===== src/rtl/im_prefetch_pkg.sv =====
// rtl/im_prefetch_pkg.sv - shared fetch-path constants and PC helpers
package im_prefetch_pkg;

  localparam int XLEN        = 32;
  localparam int INSTR_ALIGN = 4;

  typedef logic [XLEN-1:0] word_t;

  localparam word_t RESET_PC_DEFAULT = 32'h0000_0000;
  localparam word_t ALIGN_MASK       = ~word_t'(INSTR_ALIGN - 1);

  function automatic word_t pc_inc(input word_t pc);
    return pc + word_t'(INSTR_ALIGN);
  endfunction

  function automatic word_t pc_align(input word_t a);
    return a & ALIGN_MASK;
  endfunction

endpackage


===== src/rtl/im_prefetch_if.sv =====
// rtl/im_prefetch_if.sv - CPU fetch port and instruction memory port bundle
interface im_prefetch_if;
  import im_prefetch_pkg::*;

  logic  IM_enable;
  word_t IM_address;
  word_t IM_out;
  logic  IM_valid;
  logic  mem_req;
  word_t mem_addr;
  logic  mem_gnt;
  logic  mem_rvalid;
  word_t mem_rdata;

  modport slave (
    input  IM_enable, IM_address, mem_gnt, mem_rvalid, mem_rdata,
    output IM_out, IM_valid, mem_req, mem_addr
  );

  modport master (
    output IM_enable, IM_address, mem_gnt, mem_rvalid, mem_rdata,
    input  IM_out, IM_valid, mem_req, mem_addr
  );

endinterface


===== src/rtl/im_prefetch_ifq_fifo.sv =====
// rtl/im_prefetch_ifq_fifo.sv - DEPTH x word instruction FIFO, flush beats push
module ifq_fifo
  import im_prefetch_pkg::*;
#(
  parameter  int DEPTH = 4,
  localparam int CW    = $clog2(DEPTH + 1)
) (
  input  logic          i_clk,
  input  logic          i_rst_n,
  input  logic          i_push,
  input  logic          i_pop,
  input  logic          i_flush,
  input  word_t         i_din,
  output word_t         o_dout,
  output logic [CW-1:0] o_count
);

  localparam int PW = (DEPTH > 1) ? $clog2(DEPTH) : 1;

  word_t         r_mem [DEPTH];
  logic [PW-1:0] r_rd_ptr;
  logic [PW-1:0] r_wr_ptr;
  logic [CW-1:0] r_count;

  function automatic logic [PW-1:0] ptr_inc(input logic [PW-1:0] p);
    return (p == PW'(DEPTH - 1)) ? '0 : p + PW'(1);
  endfunction

  always_ff @(posedge i_clk or negedge i_rst_n) begin
    if (!i_rst_n) begin
      r_rd_ptr <= '0;
      r_wr_ptr <= '0;
      r_count  <= '0;
    end else if (i_flush) begin
      r_rd_ptr <= '0;
      r_wr_ptr <= '0;
      r_count  <= '0;
    end else begin
      if (i_push) r_wr_ptr <= ptr_inc(r_wr_ptr);
      if (i_pop)  r_rd_ptr <= ptr_inc(r_rd_ptr);
      case ({i_push, i_pop})
        2'b10:   r_count <= r_count + CW'(1);
        2'b01:   r_count <= r_count - CW'(1);
        default: r_count <= r_count;
      endcase
    end
  end

  // Data storage needs no reset; occupancy alone says what is valid.
  always_ff @(posedge i_clk) begin
    if (i_push && !i_flush) r_mem[r_wr_ptr] <= i_din;
  end

  assign o_dout  = r_mem[r_rd_ptr];
  assign o_count = r_count;

  a_no_overflow: assert property (@(posedge i_clk) disable iff (!i_rst_n)
    !(i_push && !i_pop && !i_flush && r_count == CW'(DEPTH)));

  a_no_underflow: assert property (@(posedge i_clk) disable iff (!i_rst_n)
    !(i_pop && r_count == '0));

endmodule


===== src/rtl/im_prefetch.sv =====
// rtl/im_prefetch.sv - sequential instruction prefetch queue with redirect flush
module im_prefetch
  import im_prefetch_pkg::*;
#(
  parameter int    DEPTH           = 4,
  parameter int    MAX_OUTSTANDING = 2,
  parameter word_t RESET_PC        = RESET_PC_DEFAULT
) (
  input logic         clk,
  input logic         rst,
  im_prefetch_if.slave bus
);

  localparam int CW = $clog2(DEPTH + 1);

  word_t         r_fetch_pc;
  word_t         r_cons_pc;
  logic [CW-1:0] r_outstanding;
  logic [CW-1:0] r_drop_cnt;

  word_t         w_dout;
  logic [CW-1:0] w_count;
  logic [CW:0]   w_occupancy;
  logic          w_match;
  logic          w_redirect;
  logic          w_hit;
  logic          w_issue;
  logic          w_grant;
  logic          w_rsp;
  logic          w_push;

  assign w_match     = (pc_align(bus.IM_address) == r_cons_pc);
  assign w_redirect  = bus.IM_enable & ~w_match;
  assign w_hit       = bus.IM_enable & w_match & (w_count != '0);
  assign w_occupancy = {1'b0, w_count} + {1'b0, r_outstanding};

  // Reserving FIFO space at issue time is what makes overflow impossible.
  assign w_issue = rst & ~w_redirect
                 & (w_occupancy < (CW + 1)'(DEPTH))
                 & (r_outstanding < CW'(MAX_OUTSTANDING));
  assign w_grant = w_issue & bus.mem_gnt;

  // Responses with nothing in flight are leftovers from before a reset.
  assign w_rsp  = bus.mem_rvalid & (r_outstanding != '0);
  assign w_push = w_rsp & ~w_redirect & (r_drop_cnt == '0);

  assign bus.mem_req  = w_issue;
  assign bus.mem_addr = r_fetch_pc;
  assign bus.IM_valid = w_hit;
  assign bus.IM_out   = w_hit ? w_dout : '0;

  ifq_fifo #(
    .DEPTH (DEPTH)
  ) u_fifo (
    .i_clk   (clk),
    .i_rst_n (rst),
    .i_push  (w_push),
    .i_pop   (w_hit),
    .i_flush (w_redirect),
    .i_din   (bus.mem_rdata),
    .o_dout  (w_dout),
    .o_count (w_count)
  );

  always_ff @(posedge clk or negedge rst) begin
    if (!rst) begin
      r_fetch_pc    <= pc_align(RESET_PC);
      r_cons_pc     <= pc_align(RESET_PC);
      r_outstanding <= '0;
      r_drop_cnt    <= '0;
    end else begin
      if (w_redirect) begin
        r_fetch_pc <= pc_align(bus.IM_address);
        r_cons_pc  <= pc_align(bus.IM_address);
        // Everything still in flight belongs to the old stream.
        r_drop_cnt <= r_outstanding - CW'(w_rsp);
      end else begin
        if (w_grant) r_fetch_pc <= pc_inc(r_fetch_pc);
        if (w_hit)   r_cons_pc  <= pc_inc(r_cons_pc);
        if (w_rsp && r_drop_cnt != '0) r_drop_cnt <= r_drop_cnt - CW'(1);
      end
      r_outstanding <= r_outstanding + CW'(w_grant) - CW'(w_rsp);
    end
  end

  a_outstanding_cap: assert property (@(posedge clk) disable iff (!rst)
    r_outstanding <= CW'(MAX_OUTSTANDING));

  a_occupancy_cap: assert property (@(posedge clk) disable iff (!rst)
    w_occupancy <= (CW + 1)'(DEPTH));

endmodule


===== src/flat_wrapper.sv =====
// flat-port wrapper written by rule: the top's interface ports become plain ports
module im_prefetch_flat import im_prefetch_pkg::*;
#(
  parameter int    DEPTH           = 4,
  parameter int    MAX_OUTSTANDING = 2,
  parameter word_t RESET_PC        = RESET_PC_DEFAULT
)
  (clk, rst, bus_IM_enable, bus_IM_address, bus_mem_gnt, bus_mem_rvalid, bus_mem_rdata, bus_IM_out, bus_IM_valid, bus_mem_req, bus_mem_addr);
  im_prefetch_if bus_i ();
  input logic clk;
  input logic rst;
  input wire logic [$bits(bus_i.IM_enable)-1:0] bus_IM_enable;
  input wire logic [$bits(bus_i.IM_address)-1:0] bus_IM_address;
  input wire logic [$bits(bus_i.mem_gnt)-1:0] bus_mem_gnt;
  input wire logic [$bits(bus_i.mem_rvalid)-1:0] bus_mem_rvalid;
  input wire logic [$bits(bus_i.mem_rdata)-1:0] bus_mem_rdata;
  output wire logic [$bits(bus_i.IM_out)-1:0] bus_IM_out;
  output wire logic [$bits(bus_i.IM_valid)-1:0] bus_IM_valid;
  output wire logic [$bits(bus_i.mem_req)-1:0] bus_mem_req;
  output wire logic [$bits(bus_i.mem_addr)-1:0] bus_mem_addr;
  assign bus_i.IM_enable = bus_IM_enable;
  assign bus_i.IM_address = bus_IM_address;
  assign bus_i.mem_gnt = bus_mem_gnt;
  assign bus_i.mem_rvalid = bus_mem_rvalid;
  assign bus_i.mem_rdata = bus_mem_rdata;
  assign bus_IM_out = bus_i.IM_out;
  assign bus_IM_valid = bus_i.IM_valid;
  assign bus_mem_req = bus_i.mem_req;
  assign bus_mem_addr = bus_i.mem_addr;
  im_prefetch #(.DEPTH(DEPTH), .MAX_OUTSTANDING(MAX_OUTSTANDING), .RESET_PC(RESET_PC)) u_core (.clk(clk), .rst(rst), .bus(bus_i));
endmodule

===== config.mk =====
export PLATFORM = sky130hd
export DESIGN_NAME = im_prefetch_flat
export DESIGN_NICKNAME = d
export VERILOG_FILES = /design/src/rtl/im_prefetch_pkg.sv /design/src/rtl/im_prefetch_if.sv /design/src/rtl/im_prefetch_ifq_fifo.sv /design/src/rtl/im_prefetch.sv /design/src/flat_wrapper.sv
export SDC_FILE = /design/constraint.sdc
export NUM_CORES = 1
export LEC_CHECK = 0
export BUFFER_PORTS_ARGS = -buffer_cell sky130_fd_sc_hd__buf_2
export CAP_MARGIN = 5
export CORE_MARGIN = 2
export CORE_UTILIZATION = 60
export DETAILED_ROUTE_END_ITERATION = 16
export PLACE_DENSITY = 0.83
export SLEW_MARGIN = 5
export SYNTH_ARGS = -nofsm -noshare
export SYNTH_HDL_FRONTEND = slang
export SYNTH_SLANG_ARGS = --single-unit

===== constraint.sdc =====
create_clock -name clk -period 8.7 [get_ports clk]
set_input_delay 0.87 -clock clk [delete_from_list [all_inputs] [get_ports clk]]
set_output_delay 0.87 -clock clk [all_outputs]
set_load 0.005 [all_outputs]

== After elaboration in Yosys (flattened, before gate mapping) ==
Memories as Yosys holds them, arrays and structs flattened.
Index checks and enable logic that the tools add are counted.

* $add $sub $neg: 11
* $lt $le $gt $ge: 2
* Equal/unequal tests: 5
* Multiplexer cells: 17
* Bitwise operators: 12
* Reductions and logical operators: 12

{| class="wikitable"
|+ Operators by type and width
! cell !! count
|-
| 32-bit 2-to-1 mux || 5
|-
| 32-bit by 3-bit adder with 32-bit output, second input constant || 2
|-
| 32-bit equality test || 1
|-
| 2-bit 2-to-1 mux || 6
|-
| 3-bit nonzero test || 4
|-
| 1-bit bitwise AND || 10
|-
| 3-bit 2-to-1 mux || 3
|-
| 2-bit nonzero test || 4
|-
| 2-bit equality test, second input constant || 3
|-
| 3-bit case mux with 2 select lines || 1
|-
| 3-bit by 1-bit subtractor with 3-bit output || 2
|-
| 3-bit by 1-bit subtractor with 3-bit output, second input constant || 2
|-
| 2-bit by 1-bit adder with 2-bit output, second input constant || 2
|-
| 3-bit by 3-bit adder with 4-bit output || 1
|-
| 4-bit by 3-bit < comparator with 1-bit output, second input constant || 1
|-
| 3-bit by 1-bit adder with 3-bit output || 1
|-
| 3-bit by 1-bit adder with 3-bit output, second input constant || 1
|-
| 3-bit zero test || 1
|-
| 3-bit by 2-bit < comparator with 1-bit output, second input constant || 1
|-
| 2-bit by 1-bit equality test with 1-bit output, second input constant || 1
|-
| 1-bit logical AND || 2
|-
| 1-bit 2-to-1 mux || 2
|-
| 1-bit inverter || 2
|-
| 1-bit zero test || 1
|}

* Flip-flop bits (word level): 77
* Bits in writable memories: 128
* Bits of input ports: 69
* Output and inout bits: 66
* Word-level logic and storage cells: 67
* Memories kept: 1

{| class="wikitable"
|+ Memories
! memory !! words !! bits a word !! rd ports !! clocked after memory_dff !! wr ports !! RTL line !! source
|-
| u_core.u_fifo.r_mem || 4 || 32 || 1 || 0 || 1 || im_prefetch_ifq_fifo.sv:20 || <nowiki>word_t r_mem [DEPTH];</nowiki>
|}

== Depth between registers and ports, before layout ==
Gate-level depths: netlist of the first run.

* Depth in word-level cells: 10
* Mapped depth: 13
* Gate-level depth less buffers: 11

== Cells and area by module ==
Synthesis of the first run repeated with hierarchy kept, for this count alone.

* Cells, all modules: 750
* Area, all modules: 9770.6 µm²

{| class="wikitable"
|+ Modules (own cells, without submodules)
! module !! instances !! cells each !! area an instance (µm²) !! sequential area each (µm²)
|-
| ifq_fifo || 1 || 211 || 5112.4 || 4018.9
|-
| im_prefetch || 1 || 539 || 4658.2 || 1651.6
|}

== Least setup slack after synthesis of the first run ==
No wires, ideal clock.

* Kind: input to register
* From: in bus_IM_address[29]
* To: mem u_core.u_fifo.r_mem[0][0] in the netlist's numbering (enable)
* Arrival time: 2954 ps
* Required time: 8308 ps
* Slack: 5354 ps
* Cell stages on the path: 7
* Cell sequence: xnor2_1 > nand4_1 > nor4_4 > nand2_4 > nand2_1 > clkbuf_1 > and3_1

* Word-level cells in the longest chain between the ends: 9

{| class="wikitable"
|+ RTL lines
! element !! RTL line !! source
|-
| start, declared || flat_wrapper.sv:13 || <nowiki>input wire logic [$bits(bus_i.IM_address)-1:0] bus_IM_address;</nowiki>
|-
| 32-bit equality test * || im_prefetch.sv:32 || <nowiki>assign w_match = (pc_align(bus.IM_address) == r_cons_pc);</nowiki>
|-
| 1-bit inverter * || im_prefetch.sv:33 || <nowiki>assign w_redirect = bus.IM_enable & ~w_match;</nowiki>
|-
| 1-bit bitwise AND * || im_prefetch.sv:33 ||
|-
| 1-bit inverter || im_prefetch.sv:45 || <nowiki>assign w_push = w_rsp & ~w_redirect & (r_drop_cnt == '0);</nowiki>
|-
| 1-bit bitwise AND (2 in series) || im_prefetch.sv:45 ||
|-
| 1-bit logical AND * || im_prefetch_ifq_fifo.sv:51 || <nowiki>if (i_push && !i_flush) r_mem[r_wr_ptr] <= i_din;</nowiki>
|-
| 1-bit 2-to-1 mux * || im_prefetch_ifq_fifo.sv:51 ||
|-
| 1-bit 2-to-1 mux (not written as such) * || im_prefetch_ifq_fifo.sv:51 ||
|-
| end, declared || im_prefetch_ifq_fifo.sv:20 ||
|}

Every way passes the cells marked *; elsewhere a longest branch is shown, timed or not.

== Worst setup path in the final report of the first run ==
* From: in bus_IM_address[3]
* To: out bus_IM_out[22]

* Word-level cells in the longest chain between the ends: 4

{| class="wikitable"
|+ RTL lines
! element !! RTL line !! source
|-
| 32-bit equality test || im_prefetch.sv:32 ||
|-
| 1-bit bitwise AND (2 in series) || im_prefetch.sv:34 || <nowiki>assign w_hit = bus.IM_enable & w_match & (w_count != '0);</nowiki>
|-
| 32-bit 2-to-1 mux || im_prefetch.sv:50 || <nowiki>assign bus.IM_out = w_hit ? w_dout : '0;</nowiki>
|-
| end, declared || flat_wrapper.sv:17 || <nowiki>output wire logic [$bits(bus_i.IM_out)-1:0] bus_IM_out;</nowiki>
|}

No other way between the ends.

==> flow_metrics.tcl, run 1 <==
set metrics [dict create \
    cts_resized 0 \
    setup_violations 0 \
    start_kind "input port" \
    dp.cells 1066 \
    cts_buffer_depth 3 \
    numClockSinks 201 \
    syn_area_um2 9680 \
    power_uw 2350 \
    max_slew_margin_pct 28.9 \
    grt_pass1_vias 6522 \
    use_met2_pct 42.6 \
    final.period_utilization_pct 57.9 \
    cp-end-kind "output pin" \
    viasPerCell 6.04 \
    synth_top_area_share_pct 39.7 \
    syn_avg_cell_area_um2 12.9 \
    htree_levels 1 \
    status "finished, final reports clean" \
    io_pins 135 \
    holdBufCountCts 0 \
    powerDensity_nw_per_um2 209 \
    gp_routability_congestion 0.939 \
    tns_ns 0 \
    grt_first_pass_wirelength_um 33900 \
    yosysSeqAreaShare_pct 58.6 \
    overflow 0 \
    synthTopCellsByArea "edfxtp_1 (40%), dfrtp_1 (19%), mux4_2 (7.4%)" \
    worstPathArrival_ns 4.17 \
    antenna_found_initial 0 \
    dr.pass1.iters 5 \
    worstSkewPairLatency_ns 0.50 \
    fmax_ghz 0.198 \
    wl_per_cell_um 19.8 \
    p_int_uw 1790 \
    start_util_pct 61.2 \
    final_core_util_pct 71.0 \
    worstPathMaxFanout 24 \
    nets 960 \
    peakVddDrop_v 0.000275 \
    dpl_cell_area_um2 10500 \
    hp-class "in -> async" \
    maxCapViolCount 0 \
    cts_buffers 21 \
    busiest_layer "met2" \
    dp_hpwl_um 14100 \
    final_cells 1103 \
    power_frac_clock_pct 41.2 \
    synthFlopType "edfxtp_1" \
    die_y_um 131 \
    cellLeakagePower_uw 0.00417 \
    drt_wl_total_um 21800 \
    cts_setup_buffers 0 \
    seq_power_share_pct 47.8 \
    hold_viol_final 0 \
    dieArea_um2 17200 \
    ys_types 64 \
    drive_above_1_share_pct 25.4 \
    synthCells 750 \
    ant_nets 0 \
    synth_edf_count 128 \
    yosys.area.top_type "edfxtp_1" \
    p_comb_share_pct 11.0 \
    die-width_um 131 \
    rsz0062_at_grt "false" \
    grt_util_met1_pct 34.8 \
    ys_ff_latch 201 \
    drc 0 \
    core_area_um2 15800 \
    clkTransAtPathRegs_ns 0.06 \
    switchingPower_uw 559 \
    min_period_ns 5.04 \
    rows 46 \
    drv_slew 0 \
    final_area_um2 11200 \
    use_met3_pct 5.90 \
    num_antenna_cells 0 \
    worstPathRequired_ns 7.83 \
    grt_max_degree 77 \
    tightest_slew_ns 1.06 \
    crit_type "in -> out" \
    drt_iter0_drc 561 \
    fin_skew_ns 0.00880 \
    async_reset_ff_share_pct 36.3 \
    portBuffers 130 \
    area_growth_pct 16.1 \
    vias 6665 \
    ys_warn_count 0 \
    switching_share_pct 23.9 \
    gr-usage-all-layers_pct 25.9 \
    cts_tree "yes" \
    cts-root-buf "clkbuf_16" \
]
## power by group through the flow
stage	Sequential, uW	Clock, uW	Combinational, uW
2_1_floorplan	1130	0	171
3_3_place_gp	1140	0	247
3_5_place_dp	1140	0	256
4_1_cts	1120	978	259
5_1_grt	1130	1020	292
6_report	1120	966	257
## cell usage after synthesis (all sizes together), types with 16 or more instances
cell type	n
xnor2	47
nor2b	33
nand2	64
inv	22
nor3	16
nand3	32
clkbuf	28
nor2	34
mux4	32
a21oi	24
xor2	18
dfrtp	73
ha	16
o21ai	33
edfxtp	128
nand4	28
## worst max-delay path: stages
cell     delay [ns]
buf_2          0.14
xnor2_1        0.26
nand4_1        0.23
nor4_4         0.82
nand4_1        0.96
buf_4          0.55
nor2b_1        0.20
buf_2          0.14
## flip-flops by register name (all words and copies together), names as in the netlist
| signal | count |
|---|---|
| u_core.r_outstanding | 3 |
| u_core.bus.mem_addr | 30 |
| u_core.r_cons_pc | 30 |
| u_core.u_fifo.o_count | 3 |
| u_core.u_fifo.r_wr_ptr | 2 |
| u_core.u_fifo.r_mem | 128 |
| u_core.u_fifo.r_rd_ptr | 2 |
| u_core.r_drop_cnt | 3 |
## placed cells by master, fill, tap and decap left out, types with 23 or more instances in the layout
cell and count:
a21oi_1 23, dfrtp_1 72, edfxtp_1 128, nand4_1 28, nand2_1 63, mux4_2 32
nor2_1 34, buf_2 129, xnor2_1 47, nand3_1 32, nor2b_1 33
## cells by family after synthesis
| logic type | after synthesis | share of synthesized area, % |
|---|---|---|
| simple gates | 253 | 14.2 |
| flops | 201 | 58.6 |
| compound gates | 106 | 7.30 |
| xor+xnor | 65 | 5.88 |
| buf+inv | 62 | 2.87 |
| mux | 44 | 8.70 |
| fa+ha+maj | 18 | 2.48 |
| other cells | 1 | 0.0387 |
## final timing paths
check / slack, ns / cells after the start / startpoint / to
worst min register to register: 0.58 / 1 / u_core.r_cons_pc[30] / u_core.r_cons_pc[30]
min in group clk: 0.58 / 1 / u_core.r_cons_pc[30] / u_core.r_cons_pc[30]
worst max-delay path: 3.66 / 8 / bus_IM_address[3] / bus_IM_out[22]
worst min-delay path: 0.52 / 1 / rst / u_core.r_outstanding[1]
max in group asynchronous: 7.50 / 1 / rst / u_core.u_fifo.r_rd_ptr[0]
worst max register to register: 4.47 / 10 / u_core.r_cons_pc[3] / u_core.u_fifo.o_count[1]
## final cells by class
cell class	count	area (um^2)
clock buffer	24	547
clock inverter	13	194
fill	1070	4590
inverter	22	82.6
multi-input combinational	488	3750
sequential	201	5670
tap	216	270
timing repair buffer	139	721
## through the flow
step	setup WS (ns)	hold slack [ns]
global placement	3.72	0.542
finish	3.66	0.518
CTS	3.72	0.555
floorplan	5.35	0.518
detailed placement	3.71	0.551
global route	3.52	0.574
## metal layers
| metal | up-vias | routed length [um] | share of wire [%] |
|---|---|---|---|
| met2 | 297 | 10600 | 49 |
| met1 | 3258 | 8900 | 41 |
| met3 | 52 | 1780 | 8.1 |
| li1 | 3058 | - | - |
| met4 | 0 | 552 | 2.5 |
| met5 | - | 0 | 0 |
Note: power is estimated with default switching activity, not from simulation.
==> run 2, diff against run 1 <==
--- a/config.mk
+++ b/config.mk
@@ -8,9 +8,9 @@
 export BUFFER_PORTS_ARGS = -buffer_cell sky130_fd_sc_hd__buf_2
 export CAP_MARGIN = 5
 export CORE_MARGIN = 2
-export CORE_UTILIZATION = 60
+export CORE_UTILIZATION = 58
 export DETAILED_ROUTE_END_ITERATION = 16
-export PLACE_DENSITY = 0.83
+export PLACE_DENSITY = 0.8
 export SLEW_MARGIN = 5
 export SYNTH_ARGS = -nofsm -noshare
 export SYNTH_HDL_FRONTEND = slang
==> constraint.sdc (replaced) <==
create_clock -name clk -period 4.71 [get_ports clk]
set_input_delay 0.471 -clock clk [delete_from_list [all_inputs] [get_ports clk]]
set_output_delay 0.471 -clock clk [all_outputs]
set_load 0.005 [all_outputs]
==> flow_metrics.tcl, run 2 (synthesis results as in run 1) <==
set metrics [dict create \
    reg2reg_depth 11 \
    htree_levels 1 \
    p_int_uw 3080 \
    layout_commonest_cell "buf_2" \
    drt_iter0_drc 406 \
    dr.pass1.iters 5 \
    grt_max_degree 74 \
    powerDensity_nw_per_um2 368 \
    setup_ws_ns 1.35 \
    worstPathArrival_ns 2.89 \
    power_frac_clock_pct 38.1 \
    grt_pass1_vias 6474 \
    fmax_ghz 0.298 \
    viasPerCell 5.96 \
    cellLeakagePower_uw 0.00415 \
    r2r_end "u_core.u_fifo.o_count[2]" \
    gr-usage-all-layers_pct 24.3 \
    drive_above_1_share_pct 25.3 \
    setup_violations 0 \
    dp_slack_ns 1.43 \
    cts_resized 0 \
    crit_start "u_core.r_cons_pc[3]" \
    die_y_um 133 \
    num_antenna_cells 0 \
    tns_ns 0 \
    worstPathMaxFanout 40 \
    final.period_utilization_pct 71.3 \
    core_area_um2 16500 \
    final_area_um2 11200 \
    worstSkewPairLatency_ns 0.51 \
    rsz0062_at_grt "false" \
    cts-root-buf "clkbuf_16" \
    start_kind "register" \
    cts_tree "yes" \
    portBuffers 130 \
    seq_power_share_pct 50.3 \
    switchingPower_uw 1040 \
    cts_buffers 22 \
    antenna_found_initial 1 \
    maxCapViolCount 0 \
    final_cells 1115 \
    rows 47 \
    holdBufCountCts 0 \
    drv_slew 0 \
    cp-end-kind "output pin" \
    dp.cells 1077 \
    dp_hpwl_um 13900 \
    wl_per_cell_um 19.3 \
    vias 6641 \
    die-width_um 133 \
    peakVddDrop_v 0.000344 \
    cts_buffer_depth 3 \
    numClockSinks 201 \
    seq_area_um2 5670 \
    crit_type "reg -> out" \
    p_comb_share_pct 11.6 \
    area_growth_pct 15.8 \
    endpoint "bus_IM_out[23]" \
    min_period_ns 3.36 \
    overflow 0 \
    max_slew_margin_pct 36.2 \
    grt_first_pass_wirelength_um 34000 \
    gp_routability_congestion 0.892 \
    fin_skew_ns 0.0180 \
    status "finished, final reports clean" \
    clkTransAtPathRegs_ns 0.06 \
    drc 0 \
    multi_input_area_um2 3750 \
    hp-class "in -> reg" \
    ant_nets 0 \
    dpl_cell_area_um2 10600 \
    nets 968 \
    largest_reg_flops 128 \
    start_util_pct 58.8 \
    cts_setup_buffers 0 \
    drt_wl_total_um 21500 \
    tightest_slew_ns 0.957 \
    regMostFlops "u_core.u_fifo.r_mem" \
    r2r_slack_ns 1.54 \
    hold_viol_final 0 \
    fill_cells 1198 \
    final_cell_mix "buf_2 (129), edfxtp_1 (128), dfrtp_1 (72)" \
    worstPathRequired_ns 4.24 \
    switching_share_pct 25.2 \
    fin_hold_ws_ns 0.170 \
    io_pins 135 \
    regToRegStartpoint "u_core.r_cons_pc[3]" \
    dieArea_um2 17700 \
]
==> run 2: routing by layer <==
metal	vias up	wire length, um	GRT usage [%]
li1	3079	-	-
met1	3236	8940	33.5
met2	280	10100	38.8
met3	44	1900	5.97
met4	2	581	7.33
met5	-	11	0
==> run 2: how the worst min path moves through the flow <==
| stage | from | endpoint | slack, ns | cells past startpoint |
|---|---|---|---|---|
| 2_1_floorplan | rst | u_core.bus.mem_addr[10] | 0.18 | 0 |
| 3_3_place_gp | u_core.r_cons_pc[22] | u_core.r_cons_pc[22] | 0.55 | 1 |
| 3_5_place_dp | u_core.r_cons_pc[22] | u_core.r_cons_pc[22] | 0.56 | 1 |
| 4_1_cts | bus_mem_rdata[16] | u_core.u_fifo.r_mem[1][16] | 0.15 | 1 |
| 5_1_grt | bus_mem_rdata[16] | u_core.u_fifo.r_mem[0][16] | 0.15 | 1 |
| 6_report | bus_mem_rdata[16] | u_core.u_fifo.r_mem[1][16] | 0.17 | 1 |
==> run 2: power by group through the flow <==
stage,clock (uW),combinational [uW],sequential (uW)
finish,1570,478,2070
global route,1660,536,2090
CTS,1600,482,2070
detailed placement,0,478,2100
global placement,0,461,2100
floorplan,0,316,2090
==> run 2: layout make-up <==
| cell class | instances | share of cell area [%] |
|---|---|---|
| timing repair buffer | 146 | 6.90 |
| tap | 220 | 2.45 |
| clock buffer | 31 | 5.30 |
| sequential | 201 | 50.6 |
| clock inverter | 7 | 0.580 |
| inverter | 22 | 0.736 |
| multi-input combinational | 488 | 33.5 |
==> run 2: critical path: stages, from the launching register on <==
cell and delay [ns]:
dfrtp_1 0.42, xnor2_1 0.23, nand4_1 0.24, nor4_4 0.33, buf_4 0.26, nand4_1 0.13, buf_4 0.32, nor2b_1 0.26
buf_2 0.16
==> run 2: per-stage QoR <==
stage	total power (uW)	utilization [%]
CTS	4150	68.1
global placement	2560	64.1
detailed placement	2580	64.1
floorplan	2400	-
global route	4280	68.1
finish	4120	68.1
==> run 3, diff against run 2 <==
--- a/config.mk
+++ b/config.mk
@@ -5,12 +5,13 @@
 export SDC_FILE = /design/constraint.sdc
 export NUM_CORES = 1
 export LEC_CHECK = 0
+export ABC_AREA = 1
 export BUFFER_PORTS_ARGS = -buffer_cell sky130_fd_sc_hd__buf_2
 export CAP_MARGIN = 5
 export CORE_MARGIN = 2
-export CORE_UTILIZATION = 58
+export CORE_UTILIZATION = 59
 export DETAILED_ROUTE_END_ITERATION = 16
-export PLACE_DENSITY = 0.8
+export PLACE_DENSITY = 0.81
 export SLEW_MARGIN = 5
 export SYNTH_ARGS = -nofsm -noshare
 export SYNTH_HDL_FRONTEND = slang
==> constraint.sdc (replaced) <==
create_clock -name clk -period 3.4 [get_ports clk]
set_input_delay 0.34 -clock clk [delete_from_list [all_inputs] [get_ports clk]]
set_output_delay 0.34 -clock clk [all_outputs]
set_load 0.005 [all_outputs]
==> flow_metrics.tcl, run 3 <==
set metrics [dict create \
    status "finished, final reports clean" \
    cts_tree "yes" \
    dp_slack_ns 0.785 \
    ys_types 40 \
    hp-class "in -> reg" \
    nets 1435 \
    cellLeakagePower_uw 0.00537 \
    setup_ws_ns 0.378 \
    final_cell_mix "nand2_1 (287), nor2_1 (197), buf_2 (129)" \
    switchingPower_uw 1660 \
    power_frac_clock_pct 35.8 \
    setup_violations 0 \
    tightest_slew_ns 0.966 \
    portBuffers 130 \
    maxCapViolCount 0 \
    crit_family "simple AND/OR/NAND/NOR gates" \
    syn_avg_cell_area_um2 8.67 \
    max_slew_margin_pct 35.6 \
    gp_routability_congestion 0.932 \
    rows 49 \
    worstPathArrival_ns 2.68 \
    dieArea_um2 19100 \
    seq_power_share_pct 48.8 \
    dr.pass1.iters 5 \
    viasPerCell 5.58 \
    gr-usage-all-layers_pct 27.0 \
    area_growth_pct 14.0 \
    regMostFlops "u_core.u_fifo.r_mem" \
    htree_levels 1 \
    cp_slowest_cell "dfrtp_1" \
    drt_wl_total_um 26200 \
    grt_pass1_vias 8430 \
    worstPathMaxFanout 26 \
    grt_first_pass_wirelength_um 42000 \
    final.period_utilization_pct 88.9 \
    synth_edf_count 128 \
    drc 0 \
    crit_type "reg -> out" \
    overflow 0 \
    min_period_ns 3.02 \
    whs_path_depth 1 \
    crit_chain "inv_1, nand2_1, nand2_1, nand2_1, nor2_1, nand2_1, nor2_2, nand3_2, buf_4, a21oi_1, buf_2" \
    worstPathRequired_ns 3.06 \
    async_reset_ff_share_pct 36.3 \
    fmax_ghz 0.331 \
    vias 8898 \
    cp.depth 11 \
    yosysMostFrequentCell "nand2_1" \
    dp.cells 1553 \
    syn_area_um2 10600 \
    critical_path.most_common_cell "nand2_1" \
    cts-root-buf "clkbuf_16" \
    yosys-top-cells-count "nand2_1 (287), nor2_1 (201), edfxtp_1 (128)" \
    ys_ff_latch 201 \
    reg2reg_depth 12 \
    switching_share_pct 27.6 \
    drive_above_1_share_pct 15.9 \
    synthCells 1226 \
    die_y_um 138 \
    cts_buffers 21 \
    cts_buffer_depth 3 \
    antenna_found_initial 4 \
    cts_setup_buffers 0 \
    core_area_um2 17800 \
    worstSkewPairLatency_ns 0.51 \
    dp_hpwl_um 17600 \
    drv_slew 0 \
    die-width_um 138 \
    rsz0062_at_grt "false" \
    start_util_pct 59.6 \
    cp-end-kind "output pin" \
    wl_per_cell_um 16.5 \
    slowest_delay_ns 0.44 \
    power_uw 6020 \
    p_int_uw 4360 \
    peakVddDrop_v 0.000394 \
    powerDensity_nw_per_um2 497 \
    final_core_util_pct 67.9 \
    hold_viol_final 0 \
    numClockSinks 201 \
    largest_reg_flops 128 \
    fill_cells 1409 \
    synth_top_area_share_pct 36.2 \
    yosys.area.top_type "edfxtp_1" \
    ant_nets 0 \
    io_pins 135 \
    grt_max_degree 73 \
    layout_commonest_cell "nand2_1" \
    path_buf_inv 3 \
    synthFlopType "edfxtp_1" \
    final_cells 1594 \
    tns_ns 0 \
    yosysSeqAreaShare_pct 53.4 \
    clkTransAtPathRegs_ns 0.07 \
    drt_iter0_drc 941 \
    ys_warn_count 0 \
    fin_skew_ns 0.0161 \
    p_comb_share_pct 15.4 \
    start_kind "register" \
    synthTopCellsByArea "edfxtp_1 (36%), dfrtp_1 (17%), nand2_1 (10%)" \
]
run 3: cell types whose count changed after synthesis, moves of 33 or more:
cell,before,now
nand2_1,63,287
nor2b_1,33,0
o21ai_0,22,77
nor2_1,34,201
nand3_1,32,84
inv_1,22,112
run 3: power by group through the flow:
stage	Sequential (uW)	Combinational [uW]	Clock (uW)
detailed placement	2980	914	0
global route	2950	1060	2290
global placement	2970	871	0
finish	2930	927	2160
floorplan	2940	640	0
CTS	2930	929	2180
run 3: path summary, 6_finish.rpt:
| check | end | from | slack, ns |
|---|---|---|---|
| min in group asynchronous | u_core.bus.mem_addr[3] | rst | 0.17 |
| min reg2reg | u_core.bus.mem_addr[31] | u_core.bus.mem_addr[31] | 0.57 |
| max | bus_IM_out[9] | u_core.r_cons_pc[23] | 0.38 |
| min | u_core.u_fifo.r_mem[3][12] | bus_mem_rdata[12] | 0.04 |
| max reg2reg | u_core.u_fifo.r_mem[2][17] | u_core.r_cons_pc[23] | 0.79 |
| max in group asynchronous | u_core.u_fifo.r_rd_ptr[0] | rst | 2.05 |
run 3: stage by stage:
stage	area [um^2]	hold WS [ns]
4_1_cts	12100	0.0368
6_report	12100	0.0445
5_1_grt	12100	0.0304
2_1_floorplan	10600	0.0444
3_3_place_gp	11500	0.136
3_5_place_dp	11500	0.135
run 3: final cells by class:
type | instances | area [um^2] | share of cell area, %
antenna | 3 | 7.51 | 0.0620
clock buffer | 29 | 566 | 4.67
clock inverter | 8 | 65.1 | 0.537
inverter | 125 | 469 | 3.87
multi-input combinational | 853 | 4270 | 35.3
sequential | 201 | 5670 | 46.8
tap | 229 | 287 | 2.37
timing repair buffer | 146 | 776 | 6.40
run 3: repair_timing:
item                      CTS  global route
hold endpoints to repair    1             0
hold buffers                1             0
gates resized for setup     0             0
run 3: cell families (layout without fill, tap and decap cells):
kind of cell / count (synthesis) / count (layout) / share of synthesized area [%]
AND/OR/NAND/NOR: 627 / 627 / 24.7
flip-flops: 201 / 201 / 53.4
buffers and inverters: 173 / 308 / 6.62
AO/OA/AOI/OAI: 153 / 153 / 8.63
XOR/XNOR: 53 / 53 / 4.37
adder cells (fa/ha/maj): 18 / 18 / 2.26
other: 1 / 5 / 0.0353
run 3: metal layers:
metal / GRT usage [%] / routed length (um) / up-vias
met5: 0 / 26 / -
met4: 7.30 / 555 / 4
met3: 4.40 / 1950 / 44
met2: 44.7 / 12500 / 357
met1: 37.7 / 11200 / 4201
li1: - / - / 4292
